--- config.mk ---
export PLATFORM = sky130hd
export DESIGN_NAME = pipe_stage_buffer
export DESIGN_NICKNAME = d
export VERILOG_FILES = /design/src/rtl/pipe_pkg.sv /design/src/rtl/pipe_buf_ptr.sv /design/src/rtl/pipe_stage_buffer.sv
export SDC_FILE = /design/constraint.sdc
export NUM_CORES = 1
export LEC_CHECK = 0
export CELL_PAD_IN_SITES_DETAIL_PLACEMENT = 0
export CELL_PAD_IN_SITES_GLOBAL_PLACEMENT = 1
export CORE_MARGIN = 4
export CORE_UTILIZATION = 42
export DETAILED_ROUTE_END_ITERATION = 12
export GPL_ROUTABILITY_DRIVEN = 0
export HOLD_SLACK_MARGIN = 0.05
export PLACE_DENSITY = 0.84
export SLEW_MARGIN = 20
export SYNTH_ARGS = -nofsm -noshare
export SYNTH_HDL_FRONTEND = slang
export SYNTH_SLANG_ARGS = --single-unit
--- constraint.sdc ---
create_clock -name clk -period 9.8 [get_ports clk]
set_input_delay 1.47 -clock clk [delete_from_list [all_inputs] [get_ports clk]]
set_output_delay 1.47 -clock clk [all_outputs]
set_load 0.01 [all_outputs]
--- src/rtl/pipe_pkg.sv ---
// Shared definitions for elastic inter-stage pipeline buffers.
package pipe_pkg;

    localparam logic [31:0] NOP_BUBBLE  = 32'h0000_0000;
    localparam int unsigned PIPE_DATA_W = 32'd32;

    // Shape of one held entry for the standard 32-bit instruction path.
    typedef struct packed {
        logic                   halted;
        logic [PIPE_DATA_W-1:0] data;
    } pipe_entry_t;

    // A 1-entry buffer still needs a 1-bit pointer to keep ports legal.
    function automatic int unsigned ptr_width(input int unsigned depth);
        int unsigned w;
        if (depth > 32'd1) begin
            w = $clog2(depth);
        end else begin
            w = 32'd1;
        end
        return w;
    endfunction

endpackage

--- src/rtl/pipe_buf_ptr.sv ---
// Read/write pointers and occupancy for the pipeline stage buffer.
module pipe_buf_ptr
    import pipe_pkg::*;
#(
    parameter int unsigned DEPTH = 32'd2,
    parameter int unsigned PTR_W = 32'd1,
    parameter int unsigned CNT_W = 32'd2
) (
    input  logic             clk,
    input  logic             rst_b,
    input  logic             push,
    input  logic             pop,
    input  logic             clear,
    output logic [PTR_W-1:0] wr_ptr,
    output logic [PTR_W-1:0] rd_ptr,
    output logic [CNT_W-1:0] count,
    output logic             full,
    output logic             empty
);

    logic [PTR_W-1:0] wr_ptr_r;
    logic [PTR_W-1:0] rd_ptr_r;
    logic [CNT_W-1:0] count_r;
    logic             full_r;
    logic             empty_r;
    logic [PTR_W-1:0] wr_ptr_next_s;
    logic [PTR_W-1:0] rd_ptr_next_s;
    logic [CNT_W-1:0] count_next_s;

    function automatic logic [PTR_W-1:0] ptr_inc(input logic [PTR_W-1:0] p);
        logic [PTR_W-1:0] r;
        if (p == PTR_W'(DEPTH - 32'd1)) begin
            r = '0;
        end else begin
            r = p + PTR_W'(1'b1);
        end
        return r;
    endfunction

    // Next-state pointers and occupancy from this cycle's push/pop.
    always_comb begin
        wr_ptr_next_s = wr_ptr_r;
        rd_ptr_next_s = rd_ptr_r;
        count_next_s  = count_r;
        if (push) begin
            wr_ptr_next_s = ptr_inc(wr_ptr_r);
        end else begin
            wr_ptr_next_s = wr_ptr_r;
        end
        if (pop) begin
            rd_ptr_next_s = ptr_inc(rd_ptr_r);
        end else begin
            rd_ptr_next_s = rd_ptr_r;
        end
        case ({push, pop})
            2'b10:   count_next_s = count_r + CNT_W'(1'b1);
            2'b01:   count_next_s = count_r - CNT_W'(1'b1);
            default: count_next_s = count_r;
        endcase
    end

    // Full/empty are registered from the next count so in_ready is a flop output.
    always_ff @(posedge clk) begin
        if (rst_b || clear) begin
            wr_ptr_r <= '0;
            rd_ptr_r <= '0;
            count_r  <= '0;
            full_r   <= 1'b0;
            empty_r  <= 1'b1;
        end else begin
            wr_ptr_r <= wr_ptr_next_s;
            rd_ptr_r <= rd_ptr_next_s;
            count_r  <= count_next_s;
            full_r   <= (count_next_s == CNT_W'(DEPTH));
            empty_r  <= (count_next_s == '0);
        end
    end

    assign wr_ptr = wr_ptr_r;
    assign rd_ptr = rd_ptr_r;
    assign count  = count_r;
    assign full   = full_r;
    assign empty  = empty_r;

endmodule

--- src/rtl/pipe_stage_buffer.sv ---
// Elastic valid/ready inter-stage buffer with flush squash and halt latch.
module pipe_stage_buffer
    import pipe_pkg::*;
#(
    parameter int unsigned       DATA_W = 32'd32,
    parameter int unsigned       DEPTH  = 32'd2,
    parameter logic [DATA_W-1:0] BUBBLE = DATA_W'(NOP_BUBBLE)
) (
    input  logic                       clk,
    input  logic                       rst_b,
    input  logic                       flush,
    input  logic                       in_valid,
    output logic                       in_ready,
    input  logic [DATA_W-1:0]          in_data,
    input  logic                       in_halted,
    output logic                       out_valid,
    input  logic                       out_ready,
    output logic [DATA_W-1:0]          out_data,
    output logic                       out_halted,
    output logic [$clog2(DEPTH+1)-1:0] count
);

    localparam int unsigned PTR_W = ptr_width(DEPTH);
    localparam int unsigned CNT_W = $clog2(DEPTH + 32'd1);
    localparam int unsigned SLOTS = 32'd1 << PTR_W;

    typedef struct packed {
        logic              halted;
        logic [DATA_W-1:0] data;
    } entry_t;

    entry_t           mem_r [SLOTS];
    logic             halt_seen_r;
    logic             push_s;
    logic             pop_s;
    logic             full_s;
    logic             empty_s;
    logic [PTR_W-1:0] wr_ptr_s;
    logic [PTR_W-1:0] rd_ptr_s;
    logic [CNT_W-1:0] count_s;

    // in_ready depends only on flops, never on out_ready, so a full buffer cannot pass through.
    assign in_ready  = !full_s && !halt_seen_r;
    assign out_valid = !empty_s;
    assign push_s    = in_valid && in_ready && !flush;
    assign pop_s     = out_valid && out_ready && !flush;
    assign count     = count_s;

    pipe_buf_ptr #(
        .DEPTH (DEPTH),
        .PTR_W (PTR_W),
        .CNT_W (CNT_W)
    ) u_ptr (
        .clk    (clk),
        .rst_b  (rst_b),
        .push   (push_s),
        .pop    (pop_s),
        .clear  (flush),
        .wr_ptr (wr_ptr_s),
        .rd_ptr (rd_ptr_s),
        .count  (count_s),
        .full   (full_s),
        .empty  (empty_s)
    );

    // Entry storage; contents need no reset because out_* are masked when empty.
    always_ff @(posedge clk) begin
        if (!rst_b && push_s) begin
            mem_r[wr_ptr_s] <= '{halted: in_halted, data: in_data};
        end
    end

    // Halt latch: blocks further intake until flush or reset.
    always_ff @(posedge clk) begin
        if (rst_b || flush) begin
            halt_seen_r <= 1'b0;
        end else if (push_s && in_halted) begin
            halt_seen_r <= 1'b1;
        end else begin
            halt_seen_r <= halt_seen_r;
        end
    end

    // Head entry presentation, bubble when nothing is held.
    always_comb begin
        out_data   = BUBBLE;
        out_halted = 1'b0;
        if (out_valid) begin
            out_data   = mem_r[rd_ptr_s].data;
            out_halted = mem_r[rd_ptr_s].halted;
        end else begin
            out_data   = BUBBLE;
            out_halted = 1'b0;
        end
    end

endmodule

==> impl_metrics.py, run 1 <==
metrics = {
    "power_and_ir_drop": {
        "ir_drop_uv": 95.5,
        "p_leak_nw": 1.22,
        "p_per_area_nw_per_um2": 159,
    },
    "synth": {
        "syn-cell-area_um2": 2850,
        "netlist_instances": 182,
        "yosys_warnings": 0,
        "synth_compound_area_share_pct": 1.19,
        "synthAdderAreaFrac_pct": 0.439,
        "synth_nets": 221,
        "ys_ff_latch": 74,
        "synth_top_family_by_area": "multiplexers",
        "synth-xor-area-share_pct": 1.23,
        "synthMuxAreaShare_pct": 11.6,
        "yosysSeqAreaShare_pct": 75.2,
        "syn_avg_cell_area_um2": 15.7,
        "synthSimpleGateAreaFrac_pct": 8.30,
        "ys_types": 25,
    },
    "clocking": {
        "root_buffer": "clkbuf_8",
        "clock_latency_ps": 330,
        "cts_hold_buffers": 0,
        "cts-resized-gates": 0,
        "cts_setup_buffers": 0,
        "clkSlewWorstSetupHoldPaths_ps": 70,
        "clk_path_buf_depth": 2,
        "numCtsBuffers": 9,
        "cts_tree": "done",
        "clock-sinks": 74,
        "cts.htree.levels": 3,
    },
    "worst_setup_path": {
        "worstPathMaxFanout": 33,
        "crit_path_end_kind": "primary output",
        "slowest_delay_ps": 990,
        "crit_slowest_cell": "dfxtp_2",
        "critPathKind": "register to primary output",
        "worst-r2r-cell-count": 4,
        "start_kind": "register",
        "cp_data_required_time_ps": 8330,
        "path_cells": "mux2i_1 -> nor2_1 -> clkdlybuf4s50_1",
        "worstReg2RegStart": "u_ptr.full",
        "arrival_ps": 2250,
    },
    "timing": {
        "setup-tns-final_ps": 0,
        "slew_headroom_pct": 32.9,
        "period_minus_slack_ps": 3720,
        "period_share_pct": 37.9,
        "skew_ps": 4.28,
        "rsz0062_at_grt": "false",
        "finalSetupViolations": 0,
        "tightestPinTransition_ps": 1010,
        "slew_violations": 0,
        "finalHoldViolCount": 0,
        "clock.fmax_mhz": 269,
    },
    "worst_hold_path": {
        "hp-start": "u_ptr.rd_ptr",
        "hold-path-cell-count": 2,
        "hold_class": "register to register",
    },
    "floorplanning": {
        "core-area_um2": 6460,
        "fp.dieW_um": 90.4,
        "fp.dieH_um": 90.4,
        "start_util_pct": 44.1,
        "die-area_um2": 8170,
        "rows": 29,
        "io_pins": 75,
    },
    "routing": {
        "drt-total-wl_um": 4850,
        "first_pass_iters": 4,
        "drtIter0Drc": 39,
        "ant_nets": 0,
        "via_per_inst": 4.75,
        "drc": 0,
        "routed-via-count": 1630,
        "wl_per_cell_um": 14.1,
    },
    "placement": {
        "hpwl_um": 3260,
        "placed_area_um2": 3680,
        "port_buffers": 74,
    },
    "grt": {
        "overflow": 0,
        "grt_max_degree": 36,
        "antenna_found_initial": 0,
        "grt_pass1_wl_um": 7980,
        "grt_pass1_vias": 1655,
        "grt_usage_pct": 12.8,
    },
    "outcome": {
        "status": "completed",
    },
    "cells_and_area": {
        "fin_area_um2": 3870,
        "fin_nets": 300,
        "area_delta_synth_final_pct": 35.9,
        "layout-drive-gt1-share_pct": 9.02,
        "antenna_cells": 0,
    },
    "job": {
        "maxCapViolations": 0,
    },
}
Yosys cell counts:
cell type	count	area share, %
a21oi_1	2	0.35
nand2b_1	1	0.22
a31oi_1	1	0.22
nor4_1	1	0.22
buf_4	3	0.79
inv_1	3	0.40
or3_1	1	0.22
a22oi_1	1	0.26
dfxtp_1	8	5.6
o21ai_0	2	0.35
buf_2	3	0.53
and2b_1	1	0.26
or2b_1	1	0.26
mux2i_1	33	12
clkbuf_1	3	0.40
ha_1	1	0.44
edfxtp_1	66	70
nand2_1	1	0.13
nor3b_1	1	0.26
nor2_1	39	5.1
xnor2_1	4	1.2
or2_2	1	0.22
nor4b_2	1	0.53
nor3_1	1	0.18
nor2b_1	3	0.66
state kept, by name, indices dropped and copies added (netlist names), named ones only:
signal / flops
u_ptr.wr_ptr: 1
u_ptr.full: 1
halt_seen_r: 1
u_ptr.rd_ptr: 1
u_ptr.count: 2
u_ptr.empty: 1
mem_r: 66
stage by stage:
stage / cells / total power [mW] / hold WS [ps] / util [%] / worst slack (ps)
after floorplan: 182 / 0.374 / 481 / - / 4210
after global routing: 343 / 0.645 / 538 / 60.0 / 5860
after detailed placement: 327 / 0.402 / 501 / 57.0 / 5860
after global placement: 327 / 0.401 / 499 / 56.9 / 5910
after CTS: 343 / 0.627 / 521 / 60.0 / 5990
final: 343 / 0.618 / 513 / 60.0 / 6080
logic make-up (layout without fill, tap and decap cells):
family,Yosys count,after routing
xor+xnor,4,4
buf+inv,12,96
mux,33,33
flops,74,74
simple gates,52,52
fa+ha+maj,1,1
compound gates,6,6
cells in the final DEF, fill, tap and decap left out, drive strengths merged, types with 2 or more instances in the layout:
cell           count
a21oi              2
xnor2              4
mux2i             33
inv                3
buf                3
clkinv             5
o21ai              2
clkbuf             9
edfxtp            66
clkdlybuf4s50     74
dfxtp              8
nor2b              3
nor2              39
layout make-up:
class,count,area [µm²]
clock buffers,9,124
flip-flops and latches,74,2140
well taps,77,96.3
repair buffers,77,763
inverters,3,11.3
fillers,546,2590
clock inverters,7,70.1
multi-input cells,96,663
critical path, delay by kind of cell (launching register included):
kind	cells	cell delay (ps)
DFF	1	990
buffers and inverters	1	560
muxes	1	180
and+or+nand+nor	1	160
per-layer routing:
layer / vias to the layer above / wire (µm) / track usage [%]
li1: 816 / - / -
met5: - / 0 / 0
met4: 0 / 33 / 4.97
met3: 5 / 289 / 5.42
met2: 48 / 2440 / 21.2
met1: 761 / 2080 / 14.8
where the power goes:
group,internal [mW],switching (mW),total (mW)
registers,0.350,0.00447,0.354
logic,0.0250,0.0147,0.0397
clock network,0.117,0.107,0.224
worst paths after layout:
check	to	slack (ps)
worst max-delay path	out_data[19]	6080
worst min-delay path	register	510
worst max register to register	mem_r[1][6]	7710
worst min register to register	register	510
Power figures use the tool's default switching activity.
==> run 2, diff against run 1 <==
--- a/config.mk
+++ b/config.mk
@@ -8,11 +8,11 @@
 export CELL_PAD_IN_SITES_DETAIL_PLACEMENT = 0
 export CELL_PAD_IN_SITES_GLOBAL_PLACEMENT = 1
 export CORE_MARGIN = 4
-export CORE_UTILIZATION = 42
+export CORE_UTILIZATION = 39
 export DETAILED_ROUTE_END_ITERATION = 12
 export GPL_ROUTABILITY_DRIVEN = 0
 export HOLD_SLACK_MARGIN = 0.05
-export PLACE_DENSITY = 0.84
+export PLACE_DENSITY = 0.79
 export SLEW_MARGIN = 20
 export SYNTH_ARGS = -nofsm -noshare
 export SYNTH_HDL_FRONTEND = slang
==> constraint.sdc (replaced) <==
create_clock -name clk -period 3.9 [get_ports clk]
set_input_delay 0.585 -clock clk [delete_from_list [all_inputs] [get_ports clk]]
set_output_delay 0.585 -clock clk [all_outputs]
set_load 0.01 [all_outputs]
==> run 2 against run 1 <==
  * Core utilization down 3.3 points
  * Power rose to 2.6 times the previous value
  * Register-to-register slack worse by 6000 ps
  * Worst setup slack worse by 5000 ps
  * Clock power rose to 2.8 times the previous value
  * Clock skew up 4.3 ps
  * Critical path depth unchanged
==> impl_metrics.py, run 2 (synthesis results as in run 1) <==
metrics = {
    "worst_setup_path": {
        "worstPathMaxFanout": 33,
        "worstReg2RegStart": "u_ptr.empty",
        "crit_path_end_kind": "primary output",
        "arrival_ps": 2260,
        "path_cells": "mux2i_1 -> nor2_1 -> clkdlybuf4s50_1",
        "crit_family": "flip-flops",
        "worst-path-buf-inv": 1,
        "critPathKind": "register to primary output",
        "slowest_delay_ps": 1030,
        "crit_slowest_cell": "dfxtp_2",
        "cp_data_required_time_ps": 3310,
        "start_kind": "register",
    },
    "worst_hold_path": {
        "hold_class": "register to register",
        "hp-start": "u_ptr.rd_ptr",
    },
    "placement": {
        "port_buffers": 74,
        "placed_area_um2": 3720,
        "hpwl_um": 3570,
    },
    "grt": {
        "antenna_found_initial": 0,
        "grt_pass1_wl_um": 8460,
        "grt_max_degree": 34,
        "grt_pass1_vias": 1777,
        "overflow": 0,
        "grt_usage_pct": 12.9,
    },
    "power_and_ir_drop": {
        "p_comb_share_pct": 6.5,
        "ir_drop_uv": 230,
        "p_leak_nw": 1.24,
        "intPower_mw": 1.30,
        "clkPwrFrac_pct": 38.4,
        "p_per_area_nw_per_um2": 410,
        "p_switching_uw": 313,
        "p_seq_share_pct": 55.2,
        "power.share.switching_pct": 19.4,
    },
    "cells_and_area": {
        "multi_input_area_um2": 672,
        "final_common_cell": "clkdlybuf4s50_1",
        "antenna_cells": 0,
        "layout_common_cells": "clkdlybuf4s50_1 (74), edfxtp_1 (66), nor2_1 (39)",
        "fin_area_um2": 3930,
        "fin_nets": 302,
        "seq_area_um2": 2140,
        "regMostFlops": "mem_r",
        "nFillCells": 585,
        "largest_register_ff_count": 66,
        "layout-drive-gt1-share_pct": 8.58,
        "area_delta_synth_final_pct": 38.0,
    },
    "floorplanning": {
        "core-area_um2": 6940,
        "fp.dieW_um": 93.5,
        "die-area_um2": 8740,
        "fp.dieH_um": 93.5,
        "start_util_pct": 41.0,
        "rows": 30,
        "io_pins": 75,
    },
    "timing": {
        "slew_headroom_pct": 30.1,
        "skew_ps": 8.53,
        "slew_violations": 0,
        "period_share_pct": 73.0,
        "rsz0062_at_grt": "false",
        "clock.fmax_mhz": 351,
        "tightestPinTransition_ps": 1050,
        "finalHoldViolCount": 0,
        "setup-tns-final_ps": 0,
        "finalSetupViolations": 0,
        "period_minus_slack_ps": 2850,
    },
    "clocking": {
        "cts.htree.levels": 3,
        "cts-resized-gates": 0,
        "root_buffer": "clkbuf_8",
        "clk_path_buf_depth": 2,
        "clkSlewWorstSetupHoldPaths_ps": 70,
        "cts_tree": "done",
        "cts_setup_buffers": 0,
        "cts_hold_buffers": 0,
        "clock-sinks": 74,
        "clock_latency_ps": 330,
        "numCtsBuffers": 9,
    },
    "routing": {
        "drtIter0Drc": 84,
        "via_per_inst": 4.52,
        "ant_nets": 0,
        "drc": 0,
        "drt-total-wl_um": 5330,
        "routed-via-count": 1647,
        "first_pass_iters": 4,
        "wl_per_cell_um": 14.6,
    },
    "job": {
        "maxCapViolations": 0,
    },
    "outcome": {
        "status": "completed",
    },
}
## run 2: worst paths after layout
path | endpoint | slack, ps | cells after the start
hold reg to reg | register | 510 | 2
setup / recovery | out_data[30] | 1050 | 3
setup reg to reg | u_ptr.count[1] | 1670 | 6
hold / removal | register | 510 | 2
## run 2: per-stage QoR
stage / std cells / util, % / hold WS (ps) / setup WS (ps) / total power, mW
global route: 364 / 56.6 / 560 / 868 / 1.67
CTS: 364 / 56.6 / 514 / 975 / 1.63
finish: 364 / 56.6 / 513 / 1050 / 1.61
detailed placement: 348 / 53.6 / 500 / 1380 / 1.01
global placement: 348 / 53.6 / 498 / 1390 / 1.01
floorplan: 182 / - / 481 / 532 / 0.940
## run 2: layout make-up
cell class                      instances  share of cell area, %
Clock buffer                           10                   3.24
Clock inverter                          6                   2.07
Inverter                                3                  0.286
Multi-Input combinational cell         96                   17.1
Sequential cell                        74                   54.5
Tap cell                               96                   3.05
Timing Repair Buffer                   79                   19.8
## run 2: worst min-delay path, stage by stage, from the launching register on
cell and delay, ps:
dfxtp_1 320, xnor2_1 80, nor2_1 70
## run 2: power groups by stage
stage,Combinational (mW),Clock (mW),Sequential (mW)
global route,0.113,0.667,0.890
detailed placement,0.106,0,0.907
finish,0.104,0.618,0.889
global placement,0.104,0,0.906
CTS,0.106,0.637,0.889
floorplan,0.0384,0,0.902
## run 2: per-layer routing
layer | up-vias | wire [µm] | GRT usage [%]
li1 | 819 | - | -
met1 | 775 | 2220 | 15.0
met2 | 45 | 2700 | 21.6
met3 | 8 | 320 | 3.54
met4 | 0 | 89 | 6.59
met5 | - | 0 | 0
==> run 3, diff against run 2 <==
==> constraint.sdc (replaced) <==
create_clock -name clk -period 2.7 [get_ports clk]
set_input_delay 0.405 -clock clk [delete_from_list [all_inputs] [get_ports clk]]
set_output_delay 0.405 -clock clk [all_outputs]
set_load 0.01 [all_outputs]
==> run 3 against run 2 <==
  * Routed wire length is 2.5% lower
  * Clock-buffer cell count up 1
  * Clock power up 30%
  * Power is 39% higher
  * Core utilization barely moved
  * Final area barely moved
  * Critical path type unchanged
  * Critical endpoint is now out_data[6]
  * Largest cell class unchanged
==> impl_metrics.py, run 3 (synthesis results as in run 1) <==
metrics = {
    "floorplanning": {
        "start_util_pct": 41.0,
        "rows": 30,
        "fp.dieH_um": 93.5,
        "die-area_um2": 8740,
        "fp.dieW_um": 93.5,
        "io_pins": 75,
        "core-area_um2": 6940,
    },
    "power_and_ir_drop": {
        "total_power_mw": 2.24,
        "clkPwrFrac_pct": 36.0,
        "p_comb_share_pct": 6.8,
        "p_per_area_nw_per_um2": 570,
        "intPower_mw": 1.79,
        "p_leak_nw": 1.23,
        "power.share.switching_pct": 20.2,
        "ir_drop_uv": 320,
        "p_switching_uw": 453,
        "p_seq_share_pct": 57.2,
    },
    "clocking": {
        "cts-resized-gates": 0,
        "root_buffer": "clkbuf_8",
        "clk_path_buf_depth": 2,
        "cts_setup_buffers": 0,
        "cts_hold_buffers": 0,
        "numCtsBuffers": 9,
        "clock_latency_ps": 330,
        "cts.htree.levels": 3,
        "clkSlewWorstSetupHoldPaths_ps": 70,
        "cts_tree": "done",
        "clock-sinks": 74,
    },
    "worst_setup_path": {
        "worst-r2r-cell-count": 5,
        "start_kind": "register",
        "worstPathMaxFanout": 18,
        "arrival_ps": 1980,
        "critPathKind": "register to primary output",
        "cp_data_required_time_ps": 2300,
        "crit_path_end_kind": "primary output",
    },
    "placement": {
        "port_buffers": 74,
        "placed_cells": 349,
        "hpwl_um": 3480,
    },
    "timing": {
        "clock.fmax_mhz": 419,
        "finalSetupViolations": 0,
        "slew_violations": 0,
        "skew_ps": 10.1,
        "setup-tns-final_ps": 0,
        "whs_ps": 543,
        "period_share_pct": 88.3,
        "rsz0062_at_grt": "false",
        "period_minus_slack_ps": 2380,
        "slew_headroom_pct": 56.7,
        "finalHoldViolCount": 0,
        "tightestPinTransition_ps": 648,
    },
    "grt": {
        "grt_max_degree": 34,
        "grt_pass1_vias": 1741,
        "grt_usage_pct": 12.6,
        "overflow": 0,
        "antenna_found_initial": 0,
        "grt_pass1_wl_um": 8290,
    },
    "cells_and_area": {
        "antenna_cells": 0,
        "final_common_cell": "clkdlybuf4s50_1",
        "layout-drive-gt1-share_pct": 8.55,
        "largest_register_ff_count": 66,
        "fin_util_pct": 56.6,
        "fin_nets": 303,
        "nFillCells": 565,
        "regMostFlops": "mem_r",
        "final_cells": 365,
        "area_delta_synth_final_pct": 37.9,
        "layout_common_cells": "clkdlybuf4s50_1 (74), edfxtp_1 (66), nor2_1 (39)",
    },
    "routing": {
        "wl_per_cell_um": 14.2,
        "drc": 0,
        "drtIter0Drc": 41,
        "first_pass_iters": 4,
        "via_per_inst": 4.53,
        "ant_nets": 0,
        "routed-via-count": 1652,
        "drt-total-wl_um": 5200,
    },
    "outcome": {
        "status": "completed",
    },
    "worst_hold_path": {
        "hold_class": "register to register",
        "hold-path-cell-count": 2,
    },
    "job": {
        "maxCapViolations": 0,
    },
}
-- run 3: changes by cell type in the layout (fill, tap and decap cells not counted) --
| cell | before | now |
|---|---|---|
| buf_12 | 0 | 1 |
| bufinv_16 | 2 | 1 |
| clkbuf_1 | 1 | 2 |
| clkinv_2 | 2 | 1 |
| clkinv_4 | 0 | 1 |
-- run 3: layout make-up --
type,instances,area [µm²],area share [%]
Sequential cell,74,2140,54.5
Timing Repair Buffer,80,798,20.3
Multi-Input combinational cell,96,672,17.1
Clock buffer,11,131,3.34
Tap cell,96,120,3.06
Clock inverter,5,55.1,1.40
Inverter,3,11.3,0.286
-- run 3: worst paths after layout --
| check | startpoint | end | slack (ps) |
|---|---|---|---|
| setup reg to reg | u_ptr.empty | u_ptr.count[1] | 680 |
| hold reg to reg | u_ptr.rd_ptr | u_ptr.rd_ptr | 540 |
| hold / removal | u_ptr.rd_ptr | u_ptr.rd_ptr | 540 |
| setup / recovery | u_ptr.empty | out_data[6] | 320 |
-- run 3: worst max-delay path: stages, from the launching register on --
cell	delay [ps]
dfxtp_1	730
buf_4	350
nor2_1	80
clkdlybuf4s50_1	480
-- run 3: power by group through the flow --
stage          Clock [mW]  Combinational [mW]  Sequential (mW)
5_1_grt             0.878               0.167             1.28
6_report            0.806               0.153             1.28
4_1_cts             0.830               0.156             1.28
3_3_place_gp            0               0.153             1.31
2_1_floorplan           0              0.0574             1.30
3_5_place_dp            0               0.156             1.31
-- run 3: through the flow --
step           cell area (µm²)  setup slack, ps
2_1_floorplan             2870              267
3_5_place_dp              3740              435
5_1_grt                   3930              123
4_1_cts                   3930              228
3_3_place_gp              3740              482
6_report                  3930              316
-- run 3: layer usage --
layer  track usage [%]  part of all wire [%]
met1              15.0                    43
met3              3.94                   5.7
met2              21.0                    50
met4              5.49                  0.79
met5                 0                     0
